`src/rtl/mg_div_pkg.sv`:
```
// Shared types and constants for the mg_seq_div iterative divider.
package mg_div_pkg;

    typedef enum logic [1:0] {
        IDLE = 2'd0,
        CALC = 2'd1,
        DONE = 2'd2
    } state_t;

    localparam int DEFAULT_N = 8;

    // A zero divisor returns an all-ones quotient, built from this fill bit.
    localparam logic DIV0_Q_BIT = 1'b1;

endpackage

```
`src/rtl/mg_cps.sv`:
```
// Ripple carry-propagate subtractor: diff = a - b, bout set when a < b.
module mg_cps #(
    parameter int W = 9
) (
    input  logic [W-1:0] a,
    input  logic [W-1:0] b,
    output logic [W-1:0] diff,
    output logic         bout
);

    logic [W-1:0] p;
    logic [W-1:0] g;
    logic [W:0]   c;

    assign p = a ^ ~b;
    assign g = a & ~b;

    // a + ~b + 1 as a ripple chain; a missing final carry means a borrow.
    always_comb begin
        c    = '0;
        c[0] = 1'b1;
        for (int i = 0; i < W; i++) begin
            c[i+1] = g[i] | (p[i] & c[i]);
        end
    end

    assign diff = p ^ c[W-1:0];
    assign bout = ~c[W];

endmodule

```
`src/rtl/mg_seq_div.sv`:
```
// Iterative unsigned restoring divider, 2N-bit dividend by N-bit divisor, one quotient bit per cycle.
// Optional macro MG_DIV_EARLY_OUT_EN skips the first N iterations when the dividend's upper half is zero.
module mg_seq_div
    import mg_div_pkg::*;
#(
    parameter int N = DEFAULT_N
) (
    input  logic           clk,
    input  logic           rst_n,
    input  logic           in_valid,
    output logic           in_ready,
    input  logic [2*N-1:0] dividend,
    input  logic [N-1:0]   divisor,
    output logic           out_valid,
    input  logic           out_ready,
    output logic [2*N-1:0] quotient,
    output logic [N-1:0]   remainder,
    output logic           div0,
    output logic [1:0]     dbg_state
);

    localparam int CNT_W = $clog2(2*N+1);

    state_t           state;
    state_t           state_next;
    logic [2*N-1:0]   q_reg;
    logic [N-1:0]     r_reg;
    logic [N-1:0]     d_reg;
    logic [CNT_W-1:0] cnt;

    logic             accept;
    logic             handshake;
    logic             last_iter;
    logic             early;
    logic [N:0]       t;
    logic [N:0]       diff;
    logic             bout;
    logic             take;
    logic [N-1:0]     r_next;
    logic [2*N-1:0]   q_next;

    assign accept    = in_valid & in_ready;
    assign handshake = out_valid & out_ready;
    assign last_iter = (cnt == CNT_W'(2*N-1));
    assign dbg_state = state;

`ifdef MG_DIV_EARLY_OUT_EN
    assign early = (dividend[2*N-1:N] == '0);
`else
    assign early = 1'b0;
`endif

    // R is always below D, so it is kept in N bits; T carries the extra shifted-in bit.
    assign t = {r_reg, q_reg[2*N-1]};

    mg_cps #(.W(N+1)) u_cps (
        .a    (t),
        .b    ({1'b0, d_reg}),
        .diff (diff),
        .bout (bout)
    );

    // Without a borrow diff < D, so diff[N] is always clear; folding it in keeps the full result used.
    assign take   = ~bout & ~diff[N];
    assign r_next = take ? diff[N-1:0] : t[N-1:0];
    assign q_next = {q_reg[2*N-2:0], take};

    always_ff @(posedge clk or negedge rst_n) begin
        if (!rst_n) begin
            state <= IDLE;
        end else begin
            state <= state_next;
        end
    end

    always_comb begin
        state_next = state;
        case (state)
            IDLE: if (accept)    state_next = (divisor == '0) ? DONE : CALC;
            CALC: if (last_iter) state_next = DONE;
            DONE: if (handshake) state_next = IDLE;
            default:             state_next = IDLE;
        endcase
    end

    always_comb begin
        in_ready  = (state == IDLE);
        out_valid = (state == DONE);
    end

    always_ff @(posedge clk or negedge rst_n) begin
        if (!rst_n) begin
            q_reg     <= '0;
            r_reg     <= '0;
            d_reg     <= '0;
            cnt       <= '0;
            quotient  <= '0;
            remainder <= '0;
            div0      <= 1'b0;
        end else begin
            case (state)
                IDLE: begin
                    if (accept) begin
                        d_reg <= divisor;
                        r_reg <= '0;
                        div0  <= (divisor == '0);
                        if (divisor == '0) begin
                            q_reg     <= dividend;
                            cnt       <= '0;
                            quotient  <= {(2*N){DIV0_Q_BIT}};
                            remainder <= dividend[N-1:0];
                        end else if (early) begin
                            q_reg <= {dividend[N-1:0], {N{1'b0}}};
                            cnt   <= CNT_W'(N);
                        end else begin
                            q_reg <= dividend;
                            cnt   <= '0;
                        end
                    end
                end
                CALC: begin
                    r_reg <= r_next;
                    q_reg <= q_next;
                    cnt   <= cnt + 1'b1;
                    if (last_iter) begin
                        quotient  <= q_next;
                        remainder <= r_next;
                    end
                end
                default: ;
            endcase
        end
    end

endmodule

```
`config.mk`:
```
export PLATFORM = sky130hd
export DESIGN_NAME = mg_seq_div
export DESIGN_NICKNAME = d
export VERILOG_FILES = /design/src/rtl/mg_div_pkg.sv /design/src/rtl/mg_cps.sv /design/src/rtl/mg_seq_div.sv
export SDC_FILE = /design/constraint.sdc
export NUM_CORES = 1
export LEC_CHECK = 0
export ABC_AREA = 1
export CAP_MARGIN = 30
export CORE_MARGIN = 2
export CORE_UTILIZATION = 25
export DETAILED_ROUTE_END_ITERATION = 10
export PLACE_DENSITY = 0.54
export SLEW_MARGIN = 15
export SYNTH_ARGS = -nofsm -noshare
export SYNTH_HDL_FRONTEND = slang
export SYNTH_SLANG_ARGS = --single-unit
export TNS_END_PERCENT = 30
```
`constraint.sdc`:
```
create_clock -name clk -period 3.5 [get_ports clk]
set_input_delay 0.7 -clock clk [delete_from_list [all_inputs] [get_ports clk]]
set_output_delay 0.7 -clock clk [all_outputs]
set_load 0.01 [all_outputs]
```
* Word level (Yosys, flattened, before mapping)
Cells that the tools add are included.
** Cells by class
- $add $sub $neg :: 1
- Reductions and logical operators :: 7
- Eq/ne operators :: 7
- Bitwise logic cells :: 25
- Muxes and demuxes :: 20
** Operators by type and width (number)
- $mux 16 :: 4
- $pmux 16 s2 :: 2
- $mux 8 :: 5
- $pmux 8 s2 :: 2
- $xor 9x9->9 :: 2
- $and 1x1->1 :: 11
- $pmux 5 s2 :: 1
- $and 9x9->9 :: 1
- $not 8->9 :: 1
- $or 1x1->1 :: 9
- $logic_not 8->1 :: 1
- $mux 2 :: 4
- $ne 2x1->1 const B :: 3
- $pmux 2 s3 :: 1
- $add 5x1->5 const B :: 1
- $eq 5x4->1 const B :: 1
- $mux 5 :: 1
- $reduce_and 2->1 :: 2
- $reduce_and 4->1 :: 1
- $reduce_and 3->1 :: 1
- $eq 2x1->1 const B :: 1
- $eq 2x2->1 const B :: 1
- $logic_not 2->1 :: 1
- $ne 2x2->1 const B :: 1
- 2 further kinds :: 2
** Word-level totals
- Bits in registers :: 64
- Word-level logic and storage cells :: 68
- Output and inout bits :: 29
- Input port bits :: 28

* Depth between registers and ports, before layout
- Word-level depth :: 23
- Depth in mapped cells :: 18
- Mapped depth without buffers :: 18

* Cells and area by module
Synthesis repeated with hierarchy kept, for this count alone.
** Second synthesis, totals
- Cells, all modules :: 370
- Area total of the unflattened synthesis :: 3123.0 um2
** Modules (own cells, without submodules)
- mg_seq_div :: area an instance 2882.8 um2, seq. area each 1601.5 um2, cells an instance 343, instances 1
- mg_cps :: area an instance 240.2 um2, seq. area each 0.0 um2, cells an instance 27, instances 1

* Least setup slack after synthesis
No wires, ideal clock.
- Path kind :: reg-to-reg
- From :: reg q_reg[15]
- To :: reg remainder[1]
- Stages on the path, launching flop included :: 19
- Data required time :: 3384 ps
- Period minus slack after synthesis :: 3533 ps
- Data arrival time :: 3417 ps
- Setup time :: 116 ps
- Setup slack :: -33 ps
- Path buffers :: 0
- Path through :: dfrtp_1 > inv_1 > ha_1 > inv_1 > fa_1 > fa_1 > fa_1 > fa_1 > fa_1 > inv_1 > fa_1 > fa_1 > inv_1 > nand2_1 > nand2_1 > nand3_1 > nand3_1 > nand2_1 > nand2_1
** Between the ends
- Word-level cells in the longest chain between the ends :: 22
- Elaborated cells on any way between the ends :: 25
- Those cells by class :: mux: 3; bitwise: 22
** RTL lines
- start: declaration :: line mg_seq_div.sv:26 : logic [2*N-1:0] q_reg;
- start signal: assignment :: line mg_seq_div.sv:108 : q_reg <= dividend;
- start signal: assignment :: line mg_seq_div.sv:113 : q_reg <= {dividend[N-1:0], {N{1'b0}}};
- start signal: assignment :: line mg_seq_div.sv:116 : q_reg <= dividend;
- $and 9x9->9 or $xor 9x9->9 (tied branches) :: line mg_cps.sv:16, mg_cps.sv:15
- $or 1x1->1 * :: line mg_cps.sv:23 : c[i+1] = g[i] | (p[i] & c[i]);
- $and 1x1->1 :: line mg_cps.sv:23
- $or 1x1->1 :: line mg_cps.sv:23
- $and 1x1->1 :: line mg_cps.sv:23
- $or 1x1->1 :: line mg_cps.sv:23
- $and 1x1->1 :: line mg_cps.sv:23
- $or 1x1->1 :: line mg_cps.sv:23
- [... 6 more ...]
- $and 1x1->1 :: line mg_cps.sv:23
- $or 1x1->1 :: line mg_cps.sv:23
- $and 1x1->1 or $xor 9x9->9 (tied branches) :: line mg_cps.sv:23, mg_cps.sv:27
- $or 1x1->1 or $not 1->1 (tied branches) :: line mg_cps.sv:23, mg_seq_div.sv:64
- $and 1x1->1 :: line mg_seq_div.sv:64 : assign take = ~bout & ~diff[N];
- $mux 8 * :: line mg_seq_div.sv:65 : assign r_next = take ? diff[N-1:0] : t[N-1:0];
- $mux 8 * :: line mg_seq_div.sv:125 : if (last_iter) begin
- $pmux 8 s2 * :: line mg_seq_div.sv:101 : case (state)
- end signal: assignment :: line mg_seq_div.sv:111 : remainder <= dividend[N-1:0];
- end signal: assignment :: line mg_seq_div.sv:127 : remainder <= r_next;
- end: declaration :: line mg_seq_div.sv:17 : output logic [N-1:0] remainder,
Mark *: on every way between the ends. The rest lies on a longest branch, timed or not. The select of a mux whose other input is x is not followed.
A chain may end at the register's enable or synchronous reset.

* Final worst setup path
- From :: reg q_reg[15]
- To :: reg remainder[2]
** Between the ends
- Word-level cells in the longest chain between the ends :: 22
- Elaborated cells on any way between the ends :: 25
- Those cells by class :: mux: 3; bitwise: 22
** RTL lines (line)
- $and 9x9->9 or $xor 9x9->9 (tied branches) :: mg_cps.sv:16, mg_cps.sv:15
- $or 1x1->1 * :: mg_cps.sv:23
- $and 1x1->1 * :: mg_cps.sv:23
- $or 1x1->1 * :: mg_cps.sv:23
- $and 1x1->1 :: mg_cps.sv:23
- $or 1x1->1 :: mg_cps.sv:23
- $and 1x1->1 :: mg_cps.sv:23
- $or 1x1->1 :: mg_cps.sv:23
- [... 6 more ...]
- $and 1x1->1 :: mg_cps.sv:23
- $or 1x1->1 :: mg_cps.sv:23
- $and 1x1->1 or $xor 9x9->9 (tied branches) :: mg_cps.sv:23, mg_cps.sv:27
- $or 1x1->1 or $not 1->1 (tied branches) :: mg_cps.sv:23, mg_seq_div.sv:64
- $and 1x1->1 :: mg_seq_div.sv:64
- $mux 8 * :: mg_seq_div.sv:65
- $mux 8 * :: mg_seq_div.sv:125
- $pmux 8 s2 * :: mg_seq_div.sv:101
Marks and branches as above.

==> flow_summary.ini <==
[floorplan]
die_w_um = 115
fp.coreArea_mm2 = 0.0120
io_pins = 57
die_area_mm2 = 0.0132
start_util_pct = 25.6
rows = 40
die_h_um = 115

[synthesis]
avgSynthCellArea_um2 = 8.58
synth_top_area_share_pct = 52.1
ys.flop_type = dfrtp_1
synth_simple_gate_area_share_pct = 25.1
synth-seq-cells = 64
synth_top_family_by_area = simple AND/OR/NAND/NOR gates
synthDistinctLibCells = 24
synthMuxAreaShare_pct = 0
synth-compound-area-share_pct = 9.57
synth_async_sr_flop_share_pct = 100
synth-edff-count = 0
synth_area_mm2 = 0.00307
ys_seq_area_share_pct = 52.1
synth_warnings = 0
synthAdderAreaFrac_pct = 5.78
synth_nets = 396
synth_xor_area_share_pct = 0.285
synthCells = 358
ys_top_cells_by_area = dfrtp_1, nand2_1, nand3_1
yosysTopAreaCell = dfrtp_1

[global_routing]
grt_pass1_vias = 2675
grtUsageTotal_pct = 13.4
grt_pass1_wl_um = 13600
grt_start_max_net_pins = 43
grt_busiest_layer = met2
grt_util_met3_pct = 3.58
grt_use_met2_pct = 21.6
antenna_found_initial = 0
grt_use_met1_pct = 17.4
gr-total-overflow = 0

[place]
hpwl_um = 5780
dp_slack_ns = -0.226
place_inst = 555
gp_congestion = 0.801
io_buffers = 56

[timing]
drv_slew = 0
final.period_utilization_pct = 102
whs_ns = 0.274
totalNegativeSetupSlack_ns = -0.399
fin_skew_ns = 0.00706
fmax_ghz = 0.280
period_needed_ns = 3.57
worst_pin_slew_ns = 0.802
layout_setup_ws_ns = -0.0735
hold_viol = 0
final-setup-viol-count = 9
slew-limit-headroom_pct = 46.5
rsz0062_at_grt = yes

[cells_and_area]
final-seq-area_mm2 = 0.00160
drive_gt1_share_pct = 16.9
final_common_cell = nand2_1
area_growth_syn_to_layout_pct = 38.6
layout_common_cells = nand2_1, dfrtp_1, clkdlybuf4s50_1
multi_input_comb_area_mm2 = 0.00140
fillers = 1248
fin_cells = 573
layout.nets = 459
antenna_cells = 0

[worst_setup_path]
r2r_cells = 18
required_ns = 3.72
cpLargestDelayFamily = adder cells
slowest_stage = dfrtp_1
path_class = flip-flop to flip-flop
worstPathCellList = inv_2 -> ha_4 -> inv_2 -> fa_2 -> fa_2 -> fa_2 -> fa_2 -> fa_2 -> inv_2 -> fa_2 -> fa_2 -> inv_2 -> nand2_4 -> nand2_4 -> nand3_2 -> nand3_2 -> nand2_1 -> nand2_1
crit_path_max_fanout = 5
cpPeakStageDelay_ns = 0.40
end_kind = flip-flop
worst_setup_path_start_kind = flip-flop
crit_buf_inv = 4
cp.arrival_ns = 3.79
cp.depth = 18
crit_top_cell = fa_2

[run]
maxCapViolations = 0

[routing]
post-route-drc-count = 0
antenna_left = 0
viasPerCell = 4.54
vias = 2601
drt-total-wl_um = 8360
dr.pass1.iters = 4
drt_iter0_drc = 163
avgRoutedWirePerCell_um = 14.6

[clock_network]
h-tree-depth = 3
cts_buffer_depth = 2
cts_buffers = 9
tritoncts = yes
insertion_delay_ns = 0.33
cts_sinks = 64
cts_hold_buf = 0
clk_pin_slew_ns = 0.06
cts_root_buf = clkbuf_16

[power_and_ir_drop]
power.internal_mw = 2.56
vdd_drop_max_uv = 385
p_sw_share_pct = 42.4
p_comb_share_pct = 50.7
power_density_mw_per_mm2 = 1050
p_leak_nw = 1.99
clock_power_share_pct = 20.1
seqPwrFrac_pct = 29.3
switchingPower_mw = 1.89

[run_status]
violations = setup timing
status = complete, but fails checks

[hold_path]
hp-class = primary input to asynchronous set/reset pin
## logic make-up after synthesis
group                    count (synthesis)
AND/OR/NAND/NOR                        183
flip-flops                              64
buffers and inverters                   52
AO/OA/AOI/OAI                           48
adder cells (fa/ha/maj)                 10
XOR/XNOR                                 1
## stage by stage
stage	area (µm²)	utilization [%]	total power, mW
after floorplan	3070	-	2.57
after global placement	3800	31.6	3.29
after detailed placement	3800	31.6	3.32
after CTS	4190	34.9	4.39
after global routing	4260	35.4	4.84
final	4260	35.4	4.45
## worst paths after layout
| check | end | from | slack (ns) |
|---|---|---|---|
| max in group asynchronous | d_reg[3] | rst_n | 2.54 |
| worst max register to register | remainder[2] | q_reg[15] | -0.07 |
| worst max-delay path | remainder[2] | q_reg[15] | -0.07 |
| worst min-delay path | quotient[14] | rst_n | 0.27 |
| worst min register to register | quotient[14] | quotient[14] | 0.48 |
| min in group clk | quotient[14] | quotient[14] | 0.48 |
## cells in the mapped netlist, types with 2 or more instances
| cell type | number |
|---|---|
| o22ai_1 | 3 |
| ha_1 | 3 |
| buf_2 | 8 |
| nand3_1 | 46 |
| nor2_4 | 2 |
| inv_2 | 3 |
| clkbuf_1 | 3 |
| o211ai_1 | 12 |
| o21ai_0 | 27 |
| nor2_1 | 12 |
| fa_1 | 7 |
| buf_4 | 4 |
| dfrtp_1 | 64 |
| inv_1 | 34 |
| nand2_1 | 121 |
## metal layers
metal	share of wire (%)	routed length, µm
met4	1.9	161
met2	46	3860
met3	5.2	435
met1	47	3890
met5	0	0
## power groups by stage
stage	Clock, mW	Combinational [mW]	Sequential [mW]
after CTS	0.910	2.17	1.30
final	0.893	2.26	1.30
after global placement	0	1.98	1.30
after global routing	0.950	2.54	1.34
after detailed placement	0	2.02	1.30
after floorplan	0	1.24	1.33
## timing repair
item                                    in CTS  in global routing
buffers inserted                             0                  1
pin swaps                                    6                  5
gates resized for setup                     26                 13
endpoints found under the setup margin      18                 18
gates cloned                                 1                  0
## layout make-up
class	instances	area share, %
sequential	64	37.6
multi-input combinational	243	33.0
timing repair buffer	66	14.8
clock buffer	9	5.29
tap	147	4.32
inverter	37	3.26
clock inverter	7	1.70
Note: power is estimated with default switching activity, not from simulation.
==> RTL edit: new RTL, same settings <==
Register the input `divisor` before use, with the module's reset. The logic sees it one clock later. The other inputs are not delayed to match. Comments in the files are not updated.
--- a/src/rtl/mg_seq_div.sv
+++ b/src/rtl/mg_seq_div.sv
@@ -20,6 +20,16 @@
 );
 
     localparam int CNT_W = $clog2(2*N+1);
+
+    logic [N-1:0] divisor_q;
+
+    always_ff @(posedge clk or negedge rst_n) begin
+        if (!rst_n) begin
+            divisor_q <= '0;
+        end else begin
+            divisor_q <= divisor;
+        end
+    end
 
     state_t           state;
     state_t           state_next;
@@ -76,7 +86,7 @@
     always_comb begin
         state_next = state;
         case (state)
-            IDLE: if (accept)    state_next = (divisor == '0) ? DONE : CALC;
+            IDLE: if (accept)    state_next = (divisor_q == '0) ? DONE : CALC;
             CALC: if (last_iter) state_next = DONE;
             DONE: if (handshake) state_next = IDLE;
             default:             state_next = IDLE;
@@ -101,10 +111,10 @@
             case (state)
                 IDLE: begin
                     if (accept) begin
-                        d_reg <= divisor;
+                        d_reg <= divisor_q;
                         r_reg <= '0;
-                        div0  <= (divisor == '0);
-                        if (divisor == '0) begin
+                        div0  <= (divisor_q == '0);
+                        if (divisor_q == '0) begin
                             q_reg     <= dividend;
                             cnt       <= '0;
                             quotient  <= {(2*N){DIV0_Q_BIT}};
Behaviour: not the same (a bounded check fails within 4 cycles, from zero or initial values and one cycle with rst_n low).
==> RTL edit against the original RTL <==
- the flow still finishes with violations (setup timing)
- sequential cell count grew 8
- cell area rose by 5.8%
- maximum frequency fell by 0.45%
- clock skew barely moved
- area after synthesis rose by 7.0%
- power decreased by 3.3%
- wire length down 2.3%
- worst setup slack got worse by 16 ps
==> RTL edit: results (changes against the original RTL) <==
[grt]
gr-usage-met1_pct = 17.4  ; -0.063 points
track_usage_pct = 12.2  ; -1.1 points
use_met3_pct = 3.09  ; -0.50 points
grt_pass1_wl_um = 13700  ; +0.35%
first_global_vias = 2619  ; -2.1%
met2_usage_pct = 17.7  ; -3.8 points
grt_antenna_before_repair = 0  ; unchanged
grt_max_degree = 45  ; +4.7%

[power_and_ir_drop]
power.leakage_uw = 0.00209  ; +4.9%
ir_drop_uv = 301  ; -22%

[timing]
clock_skew_ps = 7.38  ; +0.322 ps
finalSetupViolCount = 11  ; +2
postLayoutSetupSlackWorst_ps = -89.8  ; -16.3 ps
slew_headroom_pct = 47.5  ; +1.0 points

[synth]
syn_inst = 360  ; +0.56%
synthesis.nets = 398  ; +0.51%
synthTopCellsByArea = dfrtp_1, nand2_1, nand3_1
seq_area_frac_synth_pct = 54.8  ; +2.7 points
synth_commonest_cells = nand2_1, dfrtp_1, nand3_1, inv_1, o21ai_0
synth.distinct_cells = 27  ; +13%

[place]
dp_worst_setup_slack_ps = -303  ; -77.4 ps
place_inst = 578  ; +4.1%
hpwl_um = 5530  ; -4.3%
gp_congestion = 0.811  ; +1.2%

[critical_path]
cp.arrival_ps = 3810  ; +20 ps
crit_fanout = 8  ; +3
cp_top_family = adder cells
max_stage_delay_ps = 400  ; about the same

[detailed_routing]
wl_per_cell_um = 13.6  ; -6.6%
routed_via_density = 4.44  ; -2.2%
dr_wl_met3_um = 455  ; +4.6%
drt-total-wl_um = 8160  ; -2.3%
m1WireLength_um = 3860  ; -0.98%
wl_met2_um = 3680  ; -4.8%
dr.first_iter.drc_count = 122  ; -25%
first_pass_iters = 5  ; +1

[final_layout]
layout-drive-gt1-share_pct = 17.6  ; +0.66 points
n_fill_cell = 1344  ; +7.7%
num-nets-final = 460  ; +0.22%

[cts]
cts_resized = 28  ; +7.7%
cts_setup_buffers = 2  ; +2
clock_latency_ps = 330  ; about the same
h-tree-depth = 3  ; unchanged

[status]
violations = setup timing
status = finished with violations

[RTL edit: cell count changes after synthesis, sizes merged]
cell    unedited run  this run
nor2              15        18
mux2               0         3
a21oi              1         7
dfrtp             64        72
nand2            122       108
o21ai             28        26
o21bai             1         0
o211ai            12        11
[RTL edit: area by class of cell]
class | count | area, um2 | share of cell area, %
Multi-Input combinational cell | 237 | 1420 | 31.5
Sequential cell | 72 | 1800 | 40.0
Timing Repair Buffer | 65 | 636 | 14.1
Tap cell | 172 | 215 | 4.78
Clock inverter | 7 | 71.3 | 1.58
Clock buffer | 9 | 225 | 5.00
Inverter | 37 | 139 | 3.08
[RTL edit: report_power, final]
part           leakage (uW)  total [uW]  internal (uW)  switching [uW]
Clock              0.000150         904            552             352
Combinational       0.00106        2030            839            1190
Sequential         0.000880        1370           1180             193
Total               0.00209        4310           2570            1740
[RTL edit: through the flow]
step                      cell area [um2]  setup TNS [ps]
after floorplan                      3290               0
final                                4510            -562
after global routing                 4510           -2850
after detailed placement             4010           -4340
after global placement               4010           -2720
after CTS                            4430           -56.2
[RTL edit: cell families after synthesis]
kind of cell | share of synthesized area [%]
XOR/XNOR | 0.267
multiplexers | 1.03
flip-flops | 54.8
AO/OA/AOI/OAI | 9.10
buffers and inverters | 7.12
AND/OR/NAND/NOR | 22.2
adder cells (fa/ha/maj) | 5.41
[RTL edit: path summary, 6_finish.rpt]
kind	to	slack [ps]	cells after the start
max	remainder[7]$_DFFE_PN0P_	-90	18
min	quotient[14]$_DFFE_PN0P_	420	1
max reg2reg	remainder[7]$_DFFE_PN0P_	-90	18
min reg2reg	quotient[10]$_DFFE_PN0P_	460	2
max in group asynchronous	dbg_state[0]$_DFFE_PN0P_	2400	2
min in group clk	quotient[10]$_DFFE_PN0P_	460	2
